$ cat src/rtl/tex_spi_reader.sv
// Texture-ROM SPI read engine: one 1/2/4-lane flash read (0x03/0x3B/0x6B) per request.
// Optional TEX_SPI_CONTINUOUS_EN: CS stays low after a read so the next sequential word skips CMD/ADDR/DUMMY.
module tex_spi_reader #(
  parameter int LANES        = 1,
  parameter int ADDR_BITS    = 24,
  parameter int DATA_BITS    = 24,
  parameter int DUMMY_CYCLES = 8
) (
  input  logic                 clk,
  input  logic                 reset,
  input  logic                 i_start,
  input  logic [ADDR_BITS-1:0] i_addr,
  output logic                 o_busy,
  output logic                 o_done,
  output logic [DATA_BITS-1:0] o_data,
  output logic                 o_tex_csb,
  output logic                 o_tex_sclk,
  output logic [3:0]           o_tex_io_out,
  output logic [3:0]           o_tex_io_oe,
  input  logic [3:0]           i_tex_io_in
);
  // Handshake: i_start/i_addr are taken on any edge where o_busy==0 (no queueing);
  // o_done is a one-cycle pulse and o_data holds the word until the next o_done.
  localparam logic [7:0] OPCODE = (LANES == 4) ? 8'h6B : (LANES == 2) ? 8'h3B : 8'h03;
  localparam int DUMMY = (LANES == 1) ? 0 : DUMMY_CYCLES;
  localparam int DCYC  = DATA_BITS / LANES;
  localparam int SW    = 8 + ADDR_BITS;
  localparam int CW    = 16;

  if (!(LANES == 1 || LANES == 2 || LANES == 4)) begin : g_bad_lanes
    $error("tex_spi_reader: LANES must be 1, 2 or 4");
  end
  if (DATA_BITS % LANES != 0) begin : g_bad_data_bits
    $error("tex_spi_reader: DATA_BITS must be a multiple of LANES");
  end

  typedef enum logic [2:0] {
    S_IDLE, S_CMD, S_ADDR, S_DUMMY, S_DATA, S_DONE
`ifdef TEX_SPI_CONTINUOUS_EN
    , S_HOLD, S_GAP
`endif
  } state_t;

  state_t                 state_q, state_d;
  logic                   phase_q;
  logic [CW-1:0]          cnt_q, cnt_d;
  logic [SW-1:0]          shift_out_q;
  logic [DATA_BITS-1:0]   shift_in_q, data_q, shift_next;
  logic [DATA_BITS+LANES-1:0] cat;
  logic [LANES-1:0]       grp;
  logic                   active, bit_end, shifting, released, accept;
  logic                   unused_io;
`ifdef TEX_SPI_CONTINUOUS_EN
  logic [ADDR_BITS-1:0]   addr_q;
  logic                   first_q;
  logic                   seq_hit;
  assign seq_hit = (i_addr == addr_q + ADDR_BITS'(DATA_BITS / 8));
  assign accept  = i_start && (state_q == S_IDLE || state_q == S_HOLD);
`else
  assign accept  = i_start && (state_q == S_IDLE);
`endif

  // Single-lane reads come back on io1 (flash DO); wider reads put the MSB on io[LANES-1].
  assign grp        = (LANES == 1) ? LANES'(i_tex_io_in[1]) : i_tex_io_in[LANES-1:0];
  assign cat        = {shift_in_q, grp};
  assign shift_next = cat[DATA_BITS-1:0];
  assign unused_io  = ^i_tex_io_in;
  assign o_data     = data_q;

  always_comb begin
    state_d      = state_q;
    active       = state_q inside {S_CMD, S_ADDR, S_DUMMY, S_DATA};
    bit_end      = active && phase_q;
    shifting     = (state_q == S_CMD) || (state_q == S_ADDR);
    released     = 1'b0;
    cnt_d        = bit_end ? cnt_q - CW'(1) : cnt_q;
    case (state_q)
      S_IDLE:  if (i_start) begin state_d = S_CMD; cnt_d = CW'(7); end
      S_CMD:   if (bit_end && cnt_q == '0) begin state_d = S_ADDR; cnt_d = CW'(ADDR_BITS - 1); end
      S_ADDR:  if (bit_end && cnt_q == '0) begin
                 if (DUMMY == 0) begin state_d = S_DATA; cnt_d = CW'(DCYC - 1); end
                 else begin state_d = S_DUMMY; cnt_d = CW'(DUMMY - 1); end
               end
      S_DUMMY: if (bit_end && cnt_q == '0) begin state_d = S_DATA; cnt_d = CW'(DCYC - 1); end
`ifdef TEX_SPI_CONTINUOUS_EN
      S_DATA:  if (bit_end && cnt_q == '0) state_d = S_HOLD;
      S_HOLD:  if (i_start) begin
                 if (seq_hit) begin state_d = S_DATA; cnt_d = CW'(DCYC - 1); end
                 else state_d = S_GAP;
               end
      S_GAP:   begin state_d = S_CMD; cnt_d = CW'(7); end
`else
      S_DATA:  if (bit_end && cnt_q == '0) state_d = S_DONE;
`endif
      S_DONE:  state_d = S_IDLE;
      default: state_d = S_IDLE;
    endcase

    released   = state_q inside {S_DUMMY, S_DATA};
    o_busy     = (state_q != S_IDLE);
    o_done     = (state_q == S_DONE);
    o_tex_csb  = (state_q == S_IDLE) || (state_q == S_DONE);
`ifdef TEX_SPI_CONTINUOUS_EN
    // The flash may keep driving the next group while parked, so HOLD keeps the lanes released.
    released   = released || (state_q == S_HOLD);
    o_busy     = o_busy && (state_q != S_HOLD);
    o_done     = o_done || (state_q == S_HOLD && first_q);
    o_tex_csb  = o_tex_csb || (state_q == S_GAP);
`endif
    o_tex_sclk      = active && phase_q;
    o_tex_io_out    = {2'b11, 1'b0, shifting && shift_out_q[SW-1]};
    o_tex_io_oe[0]  = (LANES == 1) || !released;
    o_tex_io_oe[1]  = 1'b0;
    o_tex_io_oe[3:2] = (LANES < 4 || shifting) ? 2'b11 : 2'b00;
  end

  always_ff @(posedge clk) begin
    if (reset) begin
      state_q     <= S_IDLE;
      phase_q     <= 1'b0;
      cnt_q       <= '0;
      shift_out_q <= '0;
      shift_in_q  <= '0;
      data_q      <= '0;
`ifdef TEX_SPI_CONTINUOUS_EN
      addr_q      <= '0;
      first_q     <= 1'b0;
`endif
    end else begin
      state_q <= state_d;
      cnt_q   <= cnt_d;
      phase_q <= active && !phase_q;
      if (accept) shift_out_q <= {OPCODE, i_addr};
      else if (bit_end && shifting) shift_out_q <= {shift_out_q[SW-2:0], 1'b0};
      if (bit_end && state_q == S_DATA) begin
        shift_in_q <= shift_next;
        if (cnt_q == '0) data_q <= shift_next;
      end
`ifdef TEX_SPI_CONTINUOUS_EN
      if (accept) addr_q <= i_addr;
      first_q <= (state_q == S_DATA) && (state_d == S_HOLD);
`endif
    end
  end
endmodule
$ cat config.mk
export PLATFORM = sky130hd
export DESIGN_NAME = tex_spi_reader
export DESIGN_NICKNAME = d
export VERILOG_FILES = /design/src/rtl/tex_spi_reader.sv
export SDC_FILE = /design/constraint.sdc
export NUM_CORES = 1
export LEC_CHECK = 0
export ABC_AREA = 1
export CELL_PAD_IN_SITES_DETAIL_PLACEMENT = 1
export CELL_PAD_IN_SITES_GLOBAL_PLACEMENT = 2
export CORE_MARGIN = 5
export CORE_UTILIZATION = 27
export DETAILED_ROUTE_END_ITERATION = 10
export GPL_TIMING_DRIVEN = 0
export PLACE_DENSITY_LB_ADDON = 0.05
export SYNTH_ARGS = -nofsm -noshare
export SYNTH_HDL_FRONTEND = slang
export SYNTH_SLANG_ARGS = --single-unit
$ cat constraint.sdc
create_clock -name clk -period 1.5 [get_ports clk]
set_input_delay 0.45 -clock clk [delete_from_list [all_inputs] [get_ports clk]]
set_output_delay 0.45 -clock clk [all_outputs]
set_load 0.1 [all_outputs]
# Yosys cells after proc, flatten, opt, wreduce, memory -nomap -nowiden
# Index checks and enable logic that the tools add are counted.
[totals]
input_bits = 31
register_bits = 99
elab_cells = 48
out_inout_bits = 36
[op_classes]
reduce_logical = 20
muxes = 11
n_eq_ne = 9
n_addsub = 1
[ops]
columns = ["cell", "count"]
rows = [
  ["$mux W26", 2],
  ["$mux W16", 3],
  ["$pmux W16 S2", 1],
  ["$logic_not A16 Y1", 1],
  ["$sub A16 B1 Y16 const B", 1],
  ["$mux W3", 4],
  ["$pmux W3 S4", 1],
  ["$logic_and A1 B1 Y1", 7],
  ["$eq A3 B2 Y1 const B", 2],
  ["$eq A3 B3 Y1 const B", 2],
  ["$ne A2 B1 Y1 const B", 2],
  ["$ne A2 B2 Y1 const B", 2],
  ["$reduce_and A4 Y1", 1],
  ["$reduce_bool A4 Y1", 1],
  ["$reduce_or A2 Y1", 2],
  ["$eq A3 B1 Y1 const B", 1],
  ["$logic_not A3 Y1", 1],
  ["$reduce_bool A3 Y1", 1],
  ["$reduce_or A3 Y1", 1],
  ["$logic_or A1 B1 Y1", 2],
  ["$reduce_and A2 Y1", 1],
  ["$reduce_bool A2 Y1", 1],
  ["$logic_not A1 Y1", 1],
]

# Logic depth before layout (Yosys ltp)
# Gate-level depths: netlist of run 1.
[depth]
word_depth = 6
depth_mapped = 11
mapped_depth_nobuf = 11

# Worst setup path before layout of run 1
# No wires, ideal clock.
[synth_path]
path_kind = "reg2out"
from = "register state_q[2]"
to = "output port o_tex_csb"
required_ns = 1.050
stages_incl_launch_ff = 3
n_path_buf = 0
setup_slack_ns = -1.635
t_arrival_ns = 2.685
path_cell_list = "dfxtp_1 -> inv_2 -> o21ai_0"
[synth_between]
elab_chain_len = 2
elab_cells_between_ends = 3
cone_classes = "1 x eq/ne; 2 x reduce/logical"
[synth_rtl]
columns = ["item", "line", "text"]
rows = [
  ["from (decl)", "44", "state_t state_q, state_d;"],
  ["from (signal assigned)", "130", "state_q <= state_d;"],
  ["$eq A3 B3 Y1 / $logic_not A3 Y1 (equally long branches)", "102", "o_tex_csb = (state_q == S_IDLE) || (state_q == S_DONE);"],
  ["$logic_or A1 B1 Y1 *", "102", ""],
  ["to (decl)", "16", "output logic o_tex_csb,"],
]
# Every way passes the cells marked *; elsewhere a longest branch is shown, timed or not.

# Worst setup path after layout of run 1
[layout_path]
from = "register state_q[1]"
to = "output port o_tex_sclk"
[layout_between]
elab_chain_len = 3
elab_cells_between_ends = 6
cone_classes = "4 x eq/ne; 2 x reduce/logical"
[layout_rtl]
columns = ["item", "line", "text"]
rows = [
  ["$eq A3 B1 Y1, or another cell as far along", "72", "active = state_q inside {S_CMD, S_ADDR, S_DUMMY, S_DATA};"],
  ["$reduce_bool A4 Y1 *", "72", ""],
  ["$logic_and A1 B1 Y1 *", "110", "o_tex_sclk = active && phase_q;"],
  ["to (decl)", "17", "output logic o_tex_sclk,"],
]
# Marked as above.

==> results of run 1 <==
## routing by layer
metal | vias to the layer above | GRT usage [%]
li1 | 2120 | -
met3 | 13 | 2.74
met1 | 2022 | 17.5
met5 | - | 0
met4 | 0 | 6.10
met2 | 56 | 22.6
## final cells by class
type / instances / area share, %
buffer: 31 / 4.06
timing repair buffer: 100 / 15.6
tap: 216 / 3.95
timing repair inverter: 1 / 0.128
inverter: 71 / 4.77
sequential: 99 / 29.2
clock buffer: 10 / 3.49
multi-input combinational: 400 / 38.0
clock inverter: 6 / 0.804
## tightest hold or removal path: stages, from the launching register on
cell     delay (ns)
dfxtp_1        0.31
inv_1          0.05
a21oi_1        0.05
## stage by stage
step	TNS, ns	std cells	cell area [um^2]	hold slack, ns
6_report	-15.64	934	6840	0.450
5_1_grt	-22.25	934	6840	0.482
4_1_cts	-2.66	916	6090	0.456
3_5_place_dp	-54.99	875	5300	0.442
3_3_place_gp	-55.21	875	5300	0.435
2_1_floorplan	-0.680	603	4470	0.427
## kinds of logic after synthesis
| family | after synthesis | synth area share, % |
|---|---|---|
| flops | 99 | 45.1 |
| simple gates | 237 | 24.0 |
| buf+inv | 104 | 11.2 |
| compound gates | 143 | 16.8 |
| other cells | 2 | 0.171 |
| xor+xnor | 12 | 2.39 |
| fa+ha+maj | 1 | 0.284 |
## registers in the layout, summed over array words and instances, names as in the netlist
signal and count:
phase_q 1, shift_out_q 32, cnt_q 16, o_data 24, shift_in_q 23, state_q 3
## cell usage after synthesis, types with 5 or more instances
master	count
dfxtp_1	99
o21ai_0	31
buf_4	11
nand3_1	10
inv_1	60
nand2_1	133
buf_2	5
buf_6	7
a21oi_1	102
clkbuf_1	10
nor2_1	62
xor2_1	9
nand2_2	9
inv_2	8
## worst max path at each step
| stage | from | endpoint | slack, ns | depth (start not counted) |
|---|---|---|---|---|
| final | state_q[1] | o_tex_sclk | -0.38 | 6 |
| after global routing | state_q[1] | o_tex_sclk | -0.45 | 6 |
| after CTS | state_q[1] | o_tex_csb | -0.44 | 6 |
| after detailed placement | state_q[2] | o_tex_sclk | -1.17 | 7 |
| after global placement | state_q[2] | o_tex_sclk | -1.17 | 7 |
| after floorplan | state_q[1] | o_tex_csb | -0.53 | 5 |
## power groups by stage
stage / combinational, mW / sequential (mW) / clock [mW]
after floorplan: 2.42 / 3.42 / 0
after global placement: 3.40 / 3.23 / 0
after global routing: 5.36 / 3.28 / 2.53
after detailed placement: 3.44 / 3.24 / 0
after CTS: 4.13 / 3.21 / 2.45
final: 4.96 / 3.23 / 2.34
## what timing repair did
action / 4_1_cts / 5_1_grt
hold buffers: 0 / 0
setup endpoints to repair: 114 / 95
gates resized for setup: 307 / 168
buffers inserted: 24 / 12
gates cloned: 2 / 8
pin swaps: 32 / 49
==> results.md, run 1 <==
* Root buffer cell: clkbuf_16
* Avg Synthesized Cell Area at ~7.4 um^2
* Highest-count cells in the layout ignoring fill and taps: 102 x nand2_1, 93 x dfxtp_1, 65 x a21oi_2, 57 x inv_1, 46 x buf_4
* DIE WIDTH at 138 um
* Crit start category: flip-flop
* Synth Flop Type: dfxtp_1
* Initial cell density of the core at approximately 28%
* Share of flip-flops with an asynchronous set or reset at 0%
* Seq. cell area at approximately 2000 um^2
* First-pass GRT wire length at around 21000 um
* Final Max Tran Viols at 0
* Worst hold path type: flip-flop to flip-flop
* Antenna diode count at 0
* Hold path start: o_data[23]
* Worst slack after detailed placement at -1.17 ns
* Synth area leader: dfxtp_1
* Core area at around 16000 um^2
* Fin crit period at between 1.5 and 2 ns
* Reg2reg end: o_data[16]
* GPL Wtd Cong at approximately 0.76
* Sequential fraction of the synthesis area at 45.1%
* EDFF count, synth at 0
* VDD IR-drop max at roughly 1.1 mV
* Layout cells sized above 1 at 43.5%
* Vias post-DR at 4211
* Yosys warns at 0
* FF+latch count, synth at 99
* Achievable Freq at approximately 530 MHz
* Leak Pwr at between 2 and 3 nW
* Vias in the first global route at around 4200
* Crit end category: primary output
* WP buf/inv at 2
* Kind of cell adding the most delay to the critical path: simple AND/OR/NAND/NOR gates
* Area of the multi-input gates at between 2000 and 3000 um^2
* FILL cells at around 1900
* Layout Skew at between 0.008 and 0.009 ns
* Outcome: finished with violations
* Synthesized area at around 4400 um^2
* Slowest-stage cell, CP: dfxtp_4
* Max_slew headroom at between 60% and 70%
* Sw power at between 4 and 5 mW
* Crit path max fanout at 11
* Largest net degree at the start of global routing at 19
* CTS sink cnt at 99
* Setup-failing EPs final at 95
* CP Data Arrival Time at about 1.4 ns
* DIE HEIGHT at 138 um
* Pwr/cell area at between 1500 and 2000 nW/um^2
* All-Layer GR Usage at between 10 and 15%
* Layout net count at roughly 750
* Met3 WL post-DR at ~420 um
* CTS tree: built
* Via-to-Cell Ratio at ~4.5
* Global route total overflow at 0
* Ranking of synthesized cells by area: dfxtp_1 45%, a21oi_1 12%, nand2_1 11%
* R2R Path Start: state_q[1]
* TritonRoute pass-1 iters at 4
* DPL Wire Length at around 8600 um
* Cells on worst reg2reg path at 10
* Failing checks: negative setup slack
* Share of the synthesized area in the top cell type at a little under half
* Tot Pwr at about 11 mW
* Area delta synth->final at 55.6%
* DR iter-0 viols at roughly 120
* WL/cell at ~14 um
* Final hold violation count at 0
* Sw frac at between 40% and 50%
* Synth cell types at 36
* Sequential group share of total power at 30.7%
* Clock transition at the registers of the reported paths at ~0.070 ns
* CTS buffer count at 9
* Clock Path Buffers at 2
* Slowest cell delay on critical path at roughly 0.37 ns
* Syn Inst Count at around 600
* Worst-skew pair later-pin latency at 0.36 ns
* Pint at 6.06 mW
* WL final at between 10000 and 15000 um
* Clk network pwr share at 22.2%
* Max-cap viol count at 0
* Final setup margin at -0.380 ns
* CP Cell Sequence: nor2_4 -> nand2_4 -> nand2_4 -> nand2_8 -> clkinv_8 -> buf_12
* # DRC at 0
* Worst-Margin Slew at approximately 0.57 ns
* Gate power share at a little under half
* Rows at 46
* Fin crit share at 125%
* Worst hold stages at 2
* CTS H-tree lvls at 3
* RSZ-0062 raised after global routing: yes
* Port buffer count at between 50 and 60
* Hold path endpoint: o_data[23]
* Critical Path RT at between 1 and 1.5 ns
* Commonest non-fill, non-tap cell in the layout: nand2_1
* Antenna violations before repair at 0
* Reg2Reg Setup Slack at -0.27 ns
* Crit Path Category: flip-flop to primary output
* DR WL met2 at 7010 um
* CP most frequent cell: nand2_4
* IO Count at between 60 and 70
* M1 WL at slightly below 6000 um
* Die footprint at 18900 um^2
* Core Util, Final at 42.9%
* DR top layer: met4
* Post-DRT Antenna Nets at 0
No activity file was read; power rests on OpenSTA's default activity.
==> run 2: changes to the inputs <==
--- a/config.mk
+++ b/config.mk
@@ -13,6 +13,7 @@
 export DETAILED_ROUTE_END_ITERATION = 10
 export GPL_TIMING_DRIVEN = 0
 export PLACE_DENSITY_LB_ADDON = 0.05
+export SLEW_MARGIN = 20
 export SYNTH_ARGS = -nofsm -noshare
 export SYNTH_HDL_FRONTEND = slang
 export SYNTH_SLANG_ARGS = --single-unit
==> results of run 2 <==
Same layout as run 1: the final DEF is identical, and so are final timing and power.
